==> src/rtl/riscv_pkg.sv <==
// Shared RV32 definitions used by the EX-stage multiply/divide unit.
// Holds the M-extension operation encodings, FSM states and operand-signedness helpers.
package riscv_pkg;

    localparam int XLEN = 32;

    typedef enum logic [2:0] {
        OP_MUL    = 3'b000,
        OP_MULH   = 3'b001,
        OP_MULHSU = 3'b010,
        OP_MULHU  = 3'b011,
        OP_DIV    = 3'b100,
        OP_DIVU   = 3'b101,
        OP_REM    = 3'b110,
        OP_REMU   = 3'b111
    } muldiv_op_e;

    typedef enum logic [1:0] {
        ST_IDLE,
        ST_CALC,
        ST_DONE
    } muldiv_state_e;

    function automatic logic a_is_signed(input logic [2:0] code);
        return (code == OP_MUL) || (code == OP_MULH) || (code == OP_MULHSU) ||
               (code == OP_DIV) || (code == OP_REM);
    endfunction

    function automatic logic b_is_signed(input logic [2:0] code);
        return (code == OP_MUL) || (code == OP_MULH) ||
               (code == OP_DIV) || (code == OP_REM);
    endfunction

endpackage

==> src/rtl/ex_muldiv_unit_if.sv <==
// Handshake between the EX stage and the multiply/divide unit.
// The pipeline side drives operands and control; the unit answers with stall/done/result.
interface ex_muldiv_unit_if #(parameter int XLEN = riscv_pkg::XLEN);

    logic            start;
    logic [2:0]      funct3;
    logic [XLEN-1:0] op_a;
    logic [XLEN-1:0] op_b;
    logic            flush;
    logic            stall;
    logic            done;
    logic [XLEN-1:0] result;

    modport master (
        output start, funct3, op_a, op_b, flush,
        input  stall, done, result
    );

    modport slave (
        input  start, funct3, op_a, op_b, flush,
        output stall, done, result
    );

endinterface

==> src/rtl/ex_muldiv_unit.sv <==
// Iterative RV32M multiply/divide unit: one bit per cycle on a shared accumulator,
// operands latched as magnitudes and the sign re-applied on the final iteration.
module ex_muldiv_unit
    import riscv_pkg::*;
#(
    parameter int XLEN = riscv_pkg::XLEN
) (
    input  logic              clk,
    input  logic              rst,
    ex_muldiv_unit_if.slave   bus
);

    localparam int CNT_W = $clog2(XLEN);

    muldiv_state_e     state;
    muldiv_op_e        op_q;
    logic [CNT_W-1:0]  cnt;
    logic [2*XLEN-1:0] acc;
    logic [XLEN:0]     rem;
    logic [XLEN-1:0]   mag_b;
    logic              neg_res;
    logic              done_q;
    logic [XLEN-1:0]   result_q;

    logic              sa;
    logic              sb;
    logic [XLEN-1:0]   abs_a;
    logic [XLEN-1:0]   abs_b;
    logic              sp_hit;
    logic [XLEN-1:0]   sp_val;
    logic              neg_in;

    logic [XLEN:0]     mul_sum;
    logic [XLEN:0]     div_shift;
    logic [XLEN:0]     div_sub;
    logic              div_ge;
    logic [2*XLEN-1:0] acc_next;
    logic [XLEN:0]     rem_next;
    logic [2*XLEN-1:0] prod_fix;
    logic [XLEN-1:0]   div_val;
    logic [XLEN-1:0]   final_val;
    logic              last_iter;

    // Acceptance-time decode: operand magnitudes, result sign and the two
    // division corner cases that bypass the iterative datapath.
    always_comb begin
        sa     = a_is_signed(bus.funct3) & bus.op_a[XLEN-1];
        sb     = b_is_signed(bus.funct3) & bus.op_b[XLEN-1];
        abs_a  = sa ? -bus.op_a : bus.op_a;
        abs_b  = sb ? -bus.op_b : bus.op_b;
        neg_in = bus.funct3[2] & bus.funct3[1] ? sa : (sa ^ sb);
        sp_hit = 1'b0;
        sp_val = '0;
        if (bus.funct3[2]) begin
            if (bus.op_b == '0) begin
                sp_hit = 1'b1;
                sp_val = bus.funct3[1] ? bus.op_a : '1;
            end else if (!bus.funct3[0] && bus.op_a == {1'b1, {(XLEN-1){1'b0}}} &&
                         bus.op_b == '1) begin
                sp_hit = 1'b1;
                sp_val = bus.funct3[1] ? '0 : bus.op_a;
            end
        end
    end

    // One iteration of either datapath. Multiply adds into the upper half and
    // shifts right; divide shifts the dividend out of the lower half into rem.
    always_comb begin
        mul_sum   = {1'b0, acc[2*XLEN-1:XLEN]} + {1'b0, (acc[0] ? mag_b : {XLEN{1'b0}})};
        div_shift = {rem[XLEN-1:0], acc[XLEN-1]};
        div_ge    = rem[XLEN] | (div_shift >= {1'b0, mag_b});
        div_sub   = div_shift - {1'b0, mag_b};
        acc_next  = acc;
        rem_next  = rem;
        if (op_q[2]) begin
            acc_next = {acc[2*XLEN-1:XLEN], acc[XLEN-2:0], div_ge};
            rem_next = div_ge ? div_sub : div_shift;
        end else begin
            acc_next = {mul_sum, acc[XLEN-1:1]};
        end
        prod_fix  = neg_res ? -acc_next : acc_next;
        div_val   = op_q[1] ? rem_next[XLEN-1:0] : acc_next[XLEN-1:0];
        if (op_q[2]) begin
            final_val = neg_res ? -div_val : div_val;
        end else if (op_q == OP_MUL) begin
            final_val = prod_fix[XLEN-1:0];
        end else begin
            final_val = prod_fix[2*XLEN-1:XLEN];
        end
        last_iter = (cnt == CNT_W'(XLEN-1));
    end

    // Control FSM; flush beats everything except reset and never produces done.
    always_ff @(posedge clk) begin
        if (rst) begin
            state    <= ST_IDLE;
            op_q     <= OP_MUL;
            cnt      <= '0;
            acc      <= '0;
            rem      <= '0;
            mag_b    <= '0;
            neg_res  <= 1'b0;
            done_q   <= 1'b0;
            result_q <= '0;
        end else if (bus.flush) begin
            state  <= ST_IDLE;
            done_q <= 1'b0;
        end else begin
            case (state)
                ST_IDLE: begin
                    done_q <= 1'b0;
                    if (bus.start) begin
                        op_q    <= muldiv_op_e'(bus.funct3);
                        mag_b   <= abs_b;
                        neg_res <= neg_in;
                        cnt     <= '0;
                        acc     <= {{XLEN{1'b0}}, abs_a};
                        rem     <= '0;
                        if (sp_hit) begin
                            result_q <= sp_val;
                            done_q   <= 1'b1;
                            state    <= ST_DONE;
                        end else begin
                            state <= ST_CALC;
                        end
                    end
                end
                ST_CALC: begin
                    acc <= acc_next;
                    rem <= rem_next;
                    cnt <= cnt + 1'b1;
                    if (last_iter) begin
                        result_q <= final_val;
                        done_q   <= 1'b1;
                        state    <= ST_DONE;
                    end
                end
                default: begin
                    done_q <= 1'b0;
                    state  <= ST_IDLE;
                end
            endcase
        end
    end

    assign bus.stall  = ~bus.flush & (((state == ST_IDLE) & bus.start) | (state == ST_CALC));
    assign bus.done   = done_q;
    assign bus.result = result_q;

endmodule

==> src/flat_wrapper.sv <==
// flat-port wrapper written by rule: the top's interface ports become plain ports
module ex_muldiv_unit_flat import riscv_pkg::*;
#(
    parameter int XLEN = riscv_pkg::XLEN
)
  (clk, rst, bus_start, bus_funct3, bus_op_a, bus_op_b, bus_flush, bus_stall, bus_done, bus_result);
  ex_muldiv_unit_if #(.XLEN(XLEN)) bus_i ();
  input  logic clk;
  input  logic rst;
  input wire logic [$bits(bus_i.start)-1:0] bus_start;
  input wire logic [$bits(bus_i.funct3)-1:0] bus_funct3;
  input wire logic [$bits(bus_i.op_a)-1:0] bus_op_a;
  input wire logic [$bits(bus_i.op_b)-1:0] bus_op_b;
  input wire logic [$bits(bus_i.flush)-1:0] bus_flush;
  output wire logic [$bits(bus_i.stall)-1:0] bus_stall;
  output wire logic [$bits(bus_i.done)-1:0] bus_done;
  output wire logic [$bits(bus_i.result)-1:0] bus_result;
  assign bus_i.start = bus_start;
  assign bus_i.funct3 = bus_funct3;
  assign bus_i.op_a = bus_op_a;
  assign bus_i.op_b = bus_op_b;
  assign bus_i.flush = bus_flush;
  assign bus_stall = bus_i.stall;
  assign bus_done = bus_i.done;
  assign bus_result = bus_i.result;
  ex_muldiv_unit #(.XLEN(XLEN)) u_core (.clk(clk), .rst(rst), .bus(bus_i));
endmodule
==> config.mk <==
export PLATFORM = sky130hd
export DESIGN_NAME = ex_muldiv_unit_flat
export DESIGN_NICKNAME = d
export VERILOG_FILES = /design/src/rtl/riscv_pkg.sv /design/src/rtl/ex_muldiv_unit_if.sv /design/src/rtl/ex_muldiv_unit.sv /design/src/flat_wrapper.sv
export SDC_FILE = /design/constraint.sdc
export NUM_CORES = 1
export LEC_CHECK = 0
export CORE_MARGIN = 1
export CORE_UTILIZATION = 40
export CTS_CLUSTER_SIZE = 40
export DETAILED_ROUTE_END_ITERATION = 8
export HOLD_SLACK_MARGIN = 0.15
export SLEW_MARGIN = 20
export SYNTH_ARGS = -nofsm -noshare
export SYNTH_HDL_FRONTEND = slang
export SYNTH_SLANG_ARGS = --single-unit
==> constraint.sdc <==
create_clock -name clk -period 11.75 [get_ports clk]
set_input_delay 1.175 -clock clk [delete_from_list [all_inputs] [get_ports clk]]
set_output_delay 1.175 -clock clk [all_outputs]
set_load 0.02 [all_outputs]
# Yosys cells after proc, flatten, opt, wreduce, memory -nomap -nowiden
# Index checks and enable logic that the tools add are counted.
[totals] reg_bits=173 in_bits=71 out_inout_bits=34 elab_cells=97
[classes] addsub=7 order_cmp=1 eq_ne=12 muxes=38 bitwise=9 n_reduce_logical=20
[op_table] operator="2-to-1 mux 32 bit" count=15
[op_table] operator="2-to-1 mux 64 bit" count=3
[op_table] operator="case mux 64 bit (2 select lines)" count=1
[op_table] operator="2-to-1 mux 33 bit" count=3
[op_table] operator="negation 32 bit" count=3
[op_table] operator="case mux 33 bit (2 select lines)" count=1
[op_table] operator="== test 32 bit, second input constant" count=2
[op_table] operator="negation 64 bit" count=1
[op_table] operator="case mux 32 bit (2 select lines)" count=1
[op_table] operator="adder 32 x 32 -> 33 bit" count=1
[op_table] operator="greater-or-equal comparator 33 x 32 -> 1 bit" count=1
[op_table] operator="subtractor 33 x 32 -> 33 bit" count=1
[op_table] operator="zero test 32 bit" count=1
[op_table] operator="case mux 5 bit (2 select lines)" count=1
[op_table] operator="2-to-1 mux 1 bit" count=7
[op_table] operator="== test 3 bit, second input constant" count=2
[op_table] operator="zero test 3 bit" count=2
[op_table] operator="logical OR 1 bit" count=6
[op_table] operator="2-to-1 mux 2 bit" count=3
[op_table] operator="inequality test 2 x 1 -> 1 bit, second input constant" count=3
[op_table] operator="AND reduction 3 bit" count=2
[op_table] operator="adder 5 x 1 -> 5 bit, second input constant" count=1
[op_table] operator="AND 1 bit" count=5
[op_table] operator="== test 5 bit, second input constant" count=1
[op_table] operator="18 further kinds" count=20

# Longest topological paths before layout
# Gate-level depths: netlist of the first run.
[depth] word_depth=10 mapped_depth=24 mapped_depth_nobuf=18

# Worst setup path after synthesis of the first run
# No wires, ideal clock.
[synth_timing] path_kind="reg-to-reg" start="register u_core.op_q[2]" end="register u_core.result_q[12], in the netlist u_core.bus.result[12]" setup_ns=0.091 arrival_ns=4.723 t_required_ns=11.659 setup_slack_ns=6.936 stages_incl_launch_ff=21 path_buffers=11 period_less_slack_ns=4.814 cell_sequence="dfxtp_1 clkbuf_1 buf_2 buf_2 clkbuf_1 buf_2 buf_2 buf_1 clkbuf_1 clkbuf_1 buf_2 buf_2 mux2i_1 nor2_1 a21oi_1 ha_1 nand3_1 or2_1 nor4_1 mux2_2 a311oi_1"
[synth_via] elab_chain_len=7 elab_cells_between_ends=12 classes_between="2 x add/sub; 9 x mux; 1 x reduce/logical"
[synth_rtl] element="start: declaration" line_no="ex_muldiv_unit.sv:16" text="muldiv_op_e op_q;"
[synth_rtl] element="start signal: assignment" line_no="ex_muldiv_unit.sv:113" text="op_q <= muldiv_op_e'(bus.funct3);"
[synth_rtl] element="2-to-1 mux 64 bit / 2-to-1 mux 33 bit (equally long branches)" line_no="ex_muldiv_unit.sv:75" text="if (op_q[2]) begin"
[synth_rtl] element="negation 64 bit / 2-to-1 mux 32 bit (equally long branches)" line_no="ex_muldiv_unit.sv:81, ex_muldiv_unit.sv:82"
[synth_rtl] element="2-to-1 mux 64 bit / negation 32 bit (equally long branches)" line_no="ex_muldiv_unit.sv:81, ex_muldiv_unit.sv:84"
[synth_rtl] element="2-to-1 mux 32 bit, on equally long branches" line_no="ex_muldiv_unit.sv:85, ex_muldiv_unit.sv:84"
[synth_rtl] element="2-to-1 mux 32 bit (*)" line_no="ex_muldiv_unit.sv:83" text="if (op_q[2]) begin"
[synth_rtl] element="2-to-1 mux 32 bit (*)" line_no="ex_muldiv_unit.sv:132" text="if (last_iter) begin"
[synth_rtl] element="case mux 32 bit (2 select lines) (*)" line_no="ex_muldiv_unit.sv:109" text="case (state)"
[synth_rtl] element="end signal: assignment" line_no="ex_muldiv_unit.sv:120" text="result_q <= sp_val;"
[synth_rtl] element="end signal: assignment" line_no="ex_muldiv_unit.sv:133" text="result_q <= final_val;"
[synth_rtl] element="end: declaration" line_no="ex_muldiv_unit.sv:23" text="logic [XLEN-1:0] result_q;"
# Mark *: on every way between the ends. The rest lies on a longest branch, timed or not. The select of a mux whose other input is x is not followed.
# A chain may end at the register's enable or synchronous reset.

# Final worst setup path of the first run
[layout_timing] start="register u_core.op_q[2]" end="register u_core.result_q[27], in the netlist u_core.bus.result[27]"
# Same word-level chain as after synthesis.

==> flow_summary.toml, run 1 <==
[timing]
finalSetupViolations = 0
slew_headroom_pct = 20.0
max_freq_mhz = 162
rsz0062_at_grt = "false"
worstMarginPinSlew_ns = 1.19
setup_slack_ns = 5.57
slew_violations = 0
hold_viol = 0
timing.setup.tns_ns = 0
period_minus_slack_ns = 6.18
skew_ns = 0.0191
fin_crit_sh_pct = 52.6

[power]
seq_power_share_pct = 34.6
fin_total_pwr_w = 0.00185
pwr-share-clk_pct = 33.5
p_comb_share_pct = 31.8
cellPowerDensity_nw_per_um2 = 93.3
switchingPower_w = 0.000708
peakVddDrop_uv = 85.8
p_int_w = 0.00114
p_leak_nw = 7.14
swShare_pct = 38.3

[global_route]
grt_max_degree = 101
antenna_found_initial = 1
grt_pass1_vias = 18400
grt-ovfl-total = 0
track_usage_pct = 34.7
grt_pass1_wl_mm = 117

[clock_tree]
tritoncts = "done"
cts-root-buf = "clkbuf_16"
htree_levels = 4
cts_hold_buf = 0
cts_setup_buffers = 0
clk_pin_slew_ns = 0.08
cts-buffers-inserted = 17
cts_resized = 0
clockBufferDepth = 2
clock_latency_ns = 0.50
cts_sinks = 173

[hold_path]
min_to = "u_core.acc[12]$_SDFFE_PP0P_"
holdPathStages = 2
hp-start = "u_core.acc[12]$_SDFFE_PP0P_"
hp-class = "reg2reg"

[die]
die-height_um = 213
die_area_um2 = 45500
dieWidth_um = 213
core_area_um2 = 44100
start_util_pct = 40.5
io-pin-count = 105
rows = 77

[worst_setup_path]
cp_top_family = "simple AND/OR/NAND/NOR gates"
regToRegEndpoint = "u_core.bus.result[27]$_SDFFE_PP0P_"
end_kind = "flip-flop"
critPathMaxFanout = 71
cp.arrival_ns = 6.52
worst-setup-path-type = "reg2reg"
reg2reg_slack_ns = 5.57
startpoint = "u_core.op_q[2]$_SDFFE_PP0P_"
crit_buf_inv = 2
crit_chain = "buf_4, buf_4, nand4b_1, a21oi_1, nor4b_1, a21boi_0, o21ai_0, nor3_1, and3_1, nand2_1, or3_1, a21boi_0, o32ai_1"
max_stage_delay_ns = 0.90
worstReg2RegStart = "u_core.op_q[2]$_SDFFE_PP0P_"
worstRegToRegCells = 13
cp_slowest_cell = "a21boi_0"
start_kind = "flip-flop"
critPathRequiredTime_ns = 12.10

[logic_synthesis]
syn_avg_cell_area_um2 = 7.03
netlist_area_um2 = 17800
ys_seq_area_share_pct = 19.4
async_flop_share_pct = 0
synth_top_flop_cell = "dfxtp_1"
yosysWarnings = 0
ys_seq_elements = 173
ys_types = 92
synthCells = 2540
synth_edf_count = 0
synth_nets = 2683

[detailed_routing]
vias = 20500
dr.first_iter.drc_count = 2286
dr.pass1.iters = 6
drtAntennaViolNets = 0
viasPerCell = 6.56
routed_wl_mm = 79.7
drc_errors = 0
wl_per_cell_um = 25.5

[layout]
fin_nets = 2661
drive_gt1_share_pct = 6.05
final_core_util_pct = 44.9
syn_to_final_growth_pct = 11.1

[place]
dp.final_hpwl_mm = 60.9
pre_cts_ws_ns = 5.52
gp_congestion = 1.03
port_buffers = 104

[job]
drv_cap = 0

[run_status]
status = "finished, final reports clean"
[power by group through the flow]
stage	sequential (W)	clock, W	combinational, W
finish	0.000641	0.000621	0.000589
global route	0.000642	0.000650	0.000625
CTS	0.000639	0.000629	0.000570
detailed placement	0.000652	0	0.000568
global placement	0.000651	0	0.000567
floorplan	0.000634	0	0.000385
[worst max path at each step]
stage | to | slack, ns | depth (start not counted)
final | u_core.bus.result[27]$_SDFFE_PP0P_ | 5.57 | 13
after global routing | u_core.bus.result[20]$_SDFFE_PP0P_ | 5.31 | 13
after CTS | u_core.bus.result[30]$_SDFFE_PP0P_ | 5.46 | 14
after detailed placement | u_core.bus.result[30]$_SDFFE_PP0P_ | 5.52 | 14
after global placement | u_core.bus.result[30]$_SDFFE_PP0P_ | 5.43 | 14
after floorplan | u_core.bus.result[12]$_SDFFE_PP0P_ | 6.94 | 20
[metal layers]
metal	wire (um)	share of wire, %	GRT usage, %	vias to the layer above
met5	12	0.015	0	-
met4	4020	5.0	17.5	2
met3	7680	9.6	8.25	210
met2	34800	44	53.2	1109
met1	33200	42	45.0	9740
li1	-	-	-	9444
[flip-flops by register name (all words and copies together), names as in the netlist]
signal,flops
u_core.neg_res,1
u_core.acc,64
u_core.mag_b,32
u_core.rem,33
u_core.state,2
u_core.bus.done,1
u_core.bus.result,32
u_core.op_q,3
u_core.cnt,5
[stage by stage]
| stage | area, um^2 | instances | hold WS (ns) |
|---|---|---|---|
| 6_report | 19800 | 3124 | 0.497 |
| 5_1_grt | 19800 | 3123 | 0.524 |
| 4_1_cts | 19800 | 3123 | 0.493 |
| 3_5_place_dp | 19200 | 3091 | 0.483 |
| 3_3_place_gp | 19200 | 3091 | 0.478 |
| 2_1_floorplan | 17800 | 2540 | 0.436 |
[cell type report]
type,count,area [um^2]
Inverter,72,270
Multi-Input combinational cell,2111,13400
Clock buffer,22,454
Antenna cell,1,2.50
Fill cell,4661,24300
Clock inverter,10,139
Timing Repair Buffer,143,1340
Tap cell,592,741
Sequential cell,173,3470
[worst min-delay path, delay by kind of cell, from the launching register on]
| family | cells | cell delay [ns] |
|---|---|---|
| flops | 1 | 0.34 |
| simple gates | 1 | 0.06 |
| compound gates | 1 | 0.05 |
[logic make-up after synthesis]
| group | synth area share (%) |
|---|---|
| and+or+nand+nor | 26.0 |
| AOI/OAI and AO/OA | 32.6 |
| buffers and inverters | 5.66 |
| DFF | 19.4 |
| xor gates and xnor gates | 6.28 |
| muxes | 4.86 |
| adders and majority gates | 5.13 |
[synth_stat cells (34+ instances only)]
cell	count	area [um^2]
mux2i_1	53	531
clkbuf_1	138	518
a31oi_1	40	250
nor3_1	74	370
nand3_1	39	195
o211ai_1	49	368
inv_1	72	270
ha_1	70	876
nand4_1	38	238
a211oi_1	89	668
nand2_1	216	811
a21o_1	36	270
xnor2_1	65	569
or3_1	34	213
o21ai_0	122	611
a21oi_1	196	981
nor2_1	374	1400
xor2_1	63	552
dfxtp_1	173	3460
a22oi_1	44	330
and2_1	50	313
o31ai_1	37	278
[placed cells by master, fill, tap and decap left out, drive strengths merged, types with 38 or more instances in the layout]
| cell type | n |
|---|---|
| a211oi | 90 |
| a21oi | 198 |
| a22oi | 44 |
| a31oi | 40 |
| and2 | 50 |
| buf | 40 |
| clkdlybuf4s50 | 103 |
| dfxtp | 173 |
| ha | 70 |
| inv | 74 |
| mux2i | 53 |
| nand2 | 216 |
| nand3 | 40 |
| nand4 | 38 |
| nor2 | 374 |
| nor3 | 74 |
| o211ai | 49 |
| o21ai | 126 |
| xnor2 | 65 |
| xor2 | 63 |
Note: power is estimated with default switching activity, not from simulation.
==> inputs of run 2 (changes only) <==
==> constraint.sdc (replaced) <==
create_clock -name clk -period 6 [get_ports clk]
set_input_delay 0.6 -clock clk [delete_from_list [all_inputs] [get_ports clk]]
set_output_delay 0.6 -clock clk [all_outputs]
set_load 0.02 [all_outputs]
==> run 2 against run 1 <==
Flip-flop and latch count unchanged; design area increased by 1.3%; combinational power increased by 100%; clock skew decreased by 0.0040 ns; worst setup slack got worse by 5.4 ns; global-route usage increased by 1.3 points; clock power increased by 85%; maximum frequency increased by 6.8%; first-iteration DRC count increased by 16%; critical path depth increased by 2; non-clock buffer count increased by 37.
==> flow_summary.toml, run 2 (synthesis gave the netlist of run 1 again) <==
[run_status]
status = "finished, final reports clean"

[clock_tree]
cts_setup_buffers = 0
cts-buffers-inserted = 17
cts_hold_buf = 0
cts_resized = 0
clk_pin_slew_ns = 0.07
cts_sinks = 173
cts-root-buf = "clkbuf_16"
tritoncts = "done"
clock_latency_ns = 0.51
clockBufferDepth = 2
htree_levels = 4

[die]
io-pin-count = 105
rows = 77
start_util_pct = 40.5
die-height_um = 213
core_area_um2 = 44100
dieWidth_um = 213
die_area_um2 = 45500

[detailed_routing]
dr.first_iter.drc_count = 2657
routed_wl_mm = 81.9
drc_errors = 0
viasPerCell = 6.58
dr.pass1.iters = 9
wl_per_cell_um = 25.9
vias = 20800
drtAntennaViolNets = 0

[worst_setup_path]
cp_top_family = "simple AND/OR/NAND/NOR gates"
cp_slowest_cell = "nor3_1"
start_kind = "flip-flop"
worstReg2RegStart = "u_core.mag_b[20]$_SDFFE_PP0P_"
startpoint = "u_core.mag_b[20]$_SDFFE_PP0P_"
critPathRequiredTime_ns = 6.42
crit_buf_inv = 2
end_kind = "flip-flop"
crit_chain = "inv_1, ha_1, a21o_1, a21oi_1, nor3_1, nor3_1, o21ai_2, buf_4, a211o_1, o32ai_1, nand3_1, or2_1, nor4_1, mux2_2, a311oi_1"
max_stage_delay_ns = 0.78
cpMostUsedCell = "nor3_1"
worst-setup-path-type = "reg2reg"
cp.arrival_ns = 6.20
critPathMaxFanout = 21

[timing]
finalSetupViolations = 0
hold_viol = 0
skew_ns = 0.0151
slew_headroom_pct = 23.0
worstMarginPinSlew_ns = 1.15
fin_crit_sh_pct = 96.4
period_minus_slack_ns = 5.78
max_freq_mhz = 173
rsz0062_at_grt = "false"
hold_slack_ns = 0.503
slew_violations = 0
timing.setup.tns_ns = 0

[layout]
fillers = 4636
syn_to_final_growth_pct = 12.6
final_cell_mix = "370 x nor2_1, 216 x nand2_1, 196 x a21oi_1"
largestRegisters = "u_core.acc: 64 flops, u_core.rem: 33 flops"
final_common_cell = "nor2_1"
fin_nets = 2698
drive_gt1_share_pct = 7.48
diodes = 0
final_cell_count_no_fill = 3160
largest_reg_flops = 64
top_register = "u_core.acc"

[job]
drv_cap = 0

[place]
gp_congestion = 1.09
place_inst = 3128
port_buffers = 104
dp.final_hpwl_mm = 63.1

[global_route]
grt_pass1_vias = 19000
grt_pass1_wl_mm = 121
track_usage_pct = 35.9
antenna_found_initial = 5
grt_max_degree = 122
grt-ovfl-total = 0

[hold_path]
hp-start = "u_core.bus.result[2]$_SDFFE_PP0P_"
hp-class = "reg2reg"

[power]
p_leak_nw = 7.31
peakVddDrop_uv = 178
cellPowerDensity_nw_per_um2 = 179
==> run 2: cell types whose count changed in the layout (fill, tap and decap cells not counted), sizes merged <==
cell      before  now
clkinv         4    6
clkinvlp       1    3
clkbuf        22   20
bufinv         3    1
diode          1    0
buf           40   77
==> run 2: worst min-delay path: stages, from the launching register on <==
cell     delay, ns
dfxtp_1       0.31
nor2_1        0.10
nor3_1        0.05
==> run 2: cell type report <==
type                            count  area, um^2  area share [%]
Inverter                           72         270            1.34
Clock inverter                     12         111           0.554
Clock buffer                       20         457            2.27
Timing Repair Buffer              180        1630            8.09
Sequential cell                   173        3470            17.3
Multi-Input combinational cell   2111       13400            66.8
Tap cell                          592         741            3.69
==> run 2: final timing paths <==
path	to	slack, ns	cells after the start
worst max-delay path	u_core.bus.result[12]$_SDFFE_PP0P_	0.22	15
worst min-delay path	u_core.bus.result[2]$_SDFFE_PP0P_	0.50	2
worst max register to register	u_core.bus.result[12]$_SDFFE_PP0P_	0.22	15
worst min register to register	u_core.bus.result[2]$_SDFFE_PP0P_	0.50	2
==> run 2: layer usage <==
metal  vias up  wire length [um]  GRT usage [%]
li1       9477                 -              -
met1      9870             34200           48.1
met2      1194             35000           53.8
met3       237              8260           7.90
met4         0              4400           18.6
met5         -                 0              0
==> run 2: through the flow <==
step                setup WS (ns)  power (W)  util, %  instance area, um^2
floorplan                    1.19    0.00199        -                17800
global placement            0.637    0.00243     44.3                19500
detailed placement          0.385    0.00243     44.3                19500
CTS                         0.400    0.00357     45.5                20100
global route              0.00911    0.00374     45.5                20100
finish                      0.217    0.00360     45.5                20100
==> run 2: report_power, final <==
| part | total (W) | internal [W] | switching [W] |
|---|---|---|---|
| Clock | 0.00115 | 0.000593 | 0.000552 |
| Combinational | 0.00120 | 0.000406 | 0.000792 |
| Sequential | 0.00126 | 0.00119 | 0.0000729 |
| Total | 0.00360 | 0.00219 | 0.00142 |
